$ cat src/rtl/stream_stats.sv
// Running min/max/sum and non-decreasing order check over a value stream.
// clear+update together start a new frame from the incoming value.
module stream_stats #(
  parameter int bitwidth = 8,
  parameter int SUMW     = 12
) (
  input  logic                clk,
  input  logic                rst,
  input  logic                clear,
  input  logic                update,
  input  logic [bitwidth-1:0] din,
  output logic [bitwidth-1:0] min_val,
  output logic [bitwidth-1:0] max_val,
  output logic [SUMW-1:0]     sum,
  output logic                sorted_ok
);

  logic [bitwidth-1:0] min_q, min_d;
  logic [bitwidth-1:0] max_q, max_d;
  logic [bitwidth-1:0] last_q, last_d;
  logic [SUMW-1:0]     sum_q, sum_d;
  logic                sorted_q, sorted_d;

  always_comb begin
    min_d    = min_q;
    max_d    = max_q;
    last_d   = last_q;
    sum_d    = sum_q;
    sorted_d = sorted_q;
    if (clear && update) begin
      min_d    = din;
      max_d    = din;
      last_d   = din;
      sum_d    = SUMW'(din);
      sorted_d = 1'b1;
    end else if (clear) begin
      min_d    = '0;
      max_d    = '0;
      last_d   = '0;
      sum_d    = '0;
      sorted_d = 1'b0;
    end else if (update) begin
      if (din < min_q) min_d = din;
      if (din > max_q) max_d = din;
      // Equal neighbours are allowed; only a strict drop breaks the order.
      if (din < last_q) sorted_d = 1'b0;
      last_d = din;
      sum_d  = sum_q + SUMW'(din);
    end
  end

  always_ff @(posedge clk) begin
    if (rst) begin
      min_q    <= '0;
      max_q    <= '0;
      last_q   <= '0;
      sum_q    <= '0;
      sorted_q <= 1'b0;
    end else begin
      min_q    <= min_d;
      max_q    <= max_d;
      last_q   <= last_d;
      sum_q    <= sum_d;
      sorted_q <= sorted_d;
    end
  end

  assign min_val   = min_q;
  assign max_val   = max_q;
  assign sum       = sum_q;
  assign sorted_ok = sorted_q;

endmodule

$ cat config.mk
export PLATFORM = sky130hd
export DESIGN_NAME = stream_stats
export DESIGN_NICKNAME = d
export VERILOG_FILES = /design/src/rtl/stream_stats.sv
export SDC_FILE = /design/constraint.sdc
export NUM_CORES = 1
export LEC_CHECK = 0
export CAP_MARGIN = 20
export CORE_ASPECT_RATIO = 0.9
export CORE_UTILIZATION = 45
export DETAILED_ROUTE_END_ITERATION = 16
export PLACE_DENSITY = 0.7
export SLEW_MARGIN = 10
export SYNTH_ARGS = -nofsm -noshare
export SYNTH_HDL_FRONTEND = slang
export SYNTH_SLANG_ARGS = --single-unit
$ cat constraint.sdc
create_clock -name clk -period 3 [get_ports clk]
set_input_delay 0.45 -clock clk [delete_from_list [all_inputs] [get_ports clk]]
set_output_delay 0.45 -clock clk [all_outputs]
set_load 0.02 [all_outputs]
Yosys cells after proc, flatten, opt, wreduce, memory -nomap -nowiden
Index checks and enable logic that the tools add are counted.
- register bits: 37
- input bits: 12
- output and inout bits: 29
- word-level logic and storage cells: 37
- add/sub/neg operators: 1
- order comparisons: 3
- multiplexer cells: 18
- reduce and logical (&&, ||, !) cells: 9
- operators with widths (kind ; count):
    $mux W8 ; 14
    $lt A8 B8 Y1 ; 2
    $add A12 B8 Y12 ; 1
    $reduce_bool A3 Y1 ; 4
    $gt A8 B8 Y1 ; 1
    $reduce_and A2 Y1 ; 3
    $mux W1 ; 4
    $reduce_or A3 Y1 ; 1
    $logic_and A1 B1 Y1 ; 1

Longest topological paths before layout
- word-level depth: 5
- mapped depth: 9
- mapped depth without buffers: 8

Worst setup path before layout
Ideal clock, no wire load.
- kind: input -> register
- start: in din[0]
- end: reg sum_q[10] (netlist: sum[10])
- setup time: 0.124 ns
- data arrival time: 2.001 ns
- required time: 2.876 ns
- slack: 0.875 ns
- stages on the path: 8
- path buffers: 0
- cells stage by stage: ha_1 > fa_1 > a21o_1 > a21oi_1 > o21ai_2 > a21boi_0 > or3_1 > a21oi_1
- word-level cells in the longest chain between the ends: 1
- RTL lines (element ; line ; RTL):
    start: declaration ; 11 ; input logic [bitwidth-1:0] din,
    $add A12 B8 Y12 ; 48 ; sum_d = sum_q + SUMW'(din);
    end signal: assignment ; 63 ; sum_q <= sum_d;
    end: declaration ; 21 ; logic [SUMW-1:0] sum_q, sum_d;
Every way passes these cells.
A chain may end at the register's enable or synchronous reset.

Worst setup path after layout
Same ends and word-level chain as after synthesis.

==> flow_summary.ini <==
[clock_network]
cts.sinks = 37
cts_setup_buffers = 0
ctsResizeCount = 0
cts_tree = done
hold_buffers = 0
path_clk_slew_ns = 0.08
htree_levels = 2
cts_inserted_buffers = 5
clk_latency_ns = 0.29
cts_root_buf = clkbuf_8
clk_path_buf_depth = 2

[sta]
worstMarginPinSlew_ns = 0.548
slew_viol_final = 0
min_period_ns = 2.53
skew_ns = 0.0102
setup_viol = 0
tns_ns = 0
hold_violations = 0
maxSlewHeadroom_pct = 63.4
max_freq_mhz = 395
fin_ws_ns = 0.466
rsz0062_at_grt = false
fin_crit_sh_pct = 84.5

[global_route]
grtUsageTotal_pct = 22.6
grt_pass1_wl_mm = 9.64
antenna_found_initial = 0
grt_overflow = 0
grt_max_degree = 26
grt_pass1_vias = 2013

[synth]
netlist_instances = 272
ys_ff_latch = 37
yosys_warnings = 0
synth.avg_cell_area_um2 = 8.48
yosysTopAreaCellShare_pct = 32.1
synth_area_leaders = dfxtp_1 (32%), ha_1 (16%), a21oi_1 (5.4%)
synth_enable_flop_cells = 0
synth-seq-area-share_pct = 32.1
syn_area_um2 = 2310
synth_most_common_cell = dfxtp_1
synthFlopType = dfxtp_1
synth_top_cells_by_count = dfxtp_1 (37), ha_1 (30), a21oi_1 (25)
synthArstFlopShare_pct = 0
yosysUniqueCellTypes = 40
synth_top_area_cell = dfxtp_1
syn-num-nets = 315

[routing]
drt-pass1-iter-count = 4
totalWireLength_mm = 5.50
wl_per_cell_um = 14.1
drt_iter0_markers = 94
drc_errors = 0
drt-vias-per-instance = 5.30
vias = 2067
drtAntennaViolNets = 0

[pwr]
leakagePower_nw = 1.20
ir_drop_mv = 0.232
cellPowerDensity_nw_per_um2 = 418
power_frac_comb_pct = 27.8
pwr-share-seq_pct = 44.1
switchingPower_uw = 389
sw_frac_of_total_pct = 31.6
p_int_uw = 841
p_clk_share_pct = 28.2

[floorplan]
dieArea_um2 = 5410
boundaryPins = 41
die_w_um = 77.5
core_um2 = 4890
initial_core_util_pct = 47.1
die_h_um = 69.9
rows = 24

[hold_path]
hp-class = reg2reg
holdPathStages = 2

[placement]
hpwl_mm = 4.10
gp_congestion = 0.856
port_buffers = 40
dp_cells = 382
dp_slack_ns = 0.163

[worst_setup_path]
cp_max_fo = 4
rr_worst_depth = 8
crit_path_max_incr_delay_ns = 0.42
path_common_cell = a21oi_1
worstSetupPathType = in2reg
crit_path_cell_trace = clkdlybuf4s50_1 > ha_1 > fa_1 > a21o_1 > a21oi_1 > o21ai_2 > a21boi_0 > o21ai_0 > a21oi_1
crit_path_end_kind = register
critPathLaunchType = primary input
critPathRequiredTime_ns = 3.22
arrival_ns = 2.75
cpMaxStageDelayCell = clkdlybuf4s50_1

[cells_and_area]
drive_gt1_share_pct = 9.85
syn_to_final_growth_pct = 27.6
stdcell_count = 390
n_antenna_cell = 0
fillers = 454
nets = 367

[job]
maxCapViolations = 0

[run_status]
status = finished, final reports clean
worst max-delay path, delay by kind of cell:
family,cells,cell delay [ns]
buffers and inverters,1,0.42
AO/OA/AOI/OAI,6,1.20
adder cells (fa/ha/maj),2,0.68
kinds of logic (layout without fill, tap and decap cells):
family | after synthesis | in the layout | share of synthesized area, %
AOI/OAI and AO/OA | 71 | 71 | 21.3
xor gates and xnor gates | 6 | 6 | 2.28
adders and majority gates | 31 | 31 | 17.1
buffers and inverters | 36 | 89 | 6.02
DFF | 37 | 37 | 32.1
muxes | 10 | 10 | 4.34
and+or+nand+nor | 81 | 81 | 16.8
sequential cells by signal, summed over array words and instances (netlist names):
register and flops:
sum 12, sorted_ok 1, min_val 8, max_val 8, last_q 8
layout make-up:
class / count / area (um2) / area share [%]
Timing Repair Buffer: 55 / 513 / 17.4
Clock buffer: 6 / 72.6 / 2.47
Inverter: 26 / 97.6 / 3.32
Sequential cell: 37 / 741 / 25.2
Multi-Input combinational cell: 199 / 1430 / 48.5
Tap cell: 65 / 81.3 / 2.76
Clock inverter: 2 / 10.0 / 0.340
power groups by stage:
stage	Combinational, mW	Clock (mW)	Sequential [mW]
final	0.341	0.347	0.542
after global routing	0.380	0.374	0.545
after CTS	0.342	0.354	0.542
after detailed placement	0.340	0	0.553
after global placement	0.335	0	0.553
after floorplan	0.183	0	0.579
per-stage QoR:
| stage | cell area (um2) | power [mW] | utilization [%] | hold WS, ns |
|---|---|---|---|---|
| finish | 2940 | 1.23 | 60.1 | 0.491 |
| global route | 2940 | 1.30 | 60.1 | 0.502 |
| CTS | 2940 | 1.24 | 60.1 | 0.492 |
| detailed placement | 2860 | 0.893 | 58.4 | 0.482 |
| global placement | 2860 | 0.887 | 58.4 | 0.478 |
| floorplan | 2310 | 0.762 | - | 0.558 |
worst paths after layout:
check,start,end,slack [ns]
max,din[0],sum[10],0.47
min,min_val[2],min_val[2],0.49
max reg2reg,sum[0],sum[10],0.75
min reg2reg,min_val[2],min_val[2],0.49
metal layers:
layer / up-vias / track usage, % / wire, um
li1: 1059 / - / -
met1: 961 / 29.6 / 2640
met2: 38 / 37.4 / 2550
met3: 9 / 4.18 / 221
met4: 0 / 7.34 / 85
met5: - / 0 / 0
cells in the final DEF, fill, tap and decap left out, types with 3 or more instances in the layout:
| master | n |
|---|---|
| nand2b_1 | 9 |
| nor2_1 | 19 |
| clkbuf_8 | 5 |
| ha_1 | 30 |
| clkdlybuf4s50_1 | 40 |
| xnor2_1 | 4 |
| a31oi_1 | 7 |
| nand3_1 | 6 |
| a22o_1 | 8 |
| buf_4 | 15 |
| dfxtp_1 | 37 |
| a21oi_1 | 25 |
| nor2b_1 | 5 |
| inv_1 | 24 |
| a21o_1 | 4 |
| nand4_1 | 3 |
| mux2i_1 | 10 |
| nand2_1 | 22 |
| o211ai_1 | 4 |
| o21ai_0 | 9 |
| nor3_1 | 10 |
No activity file was read; power rests on OpenSTA's default activity.
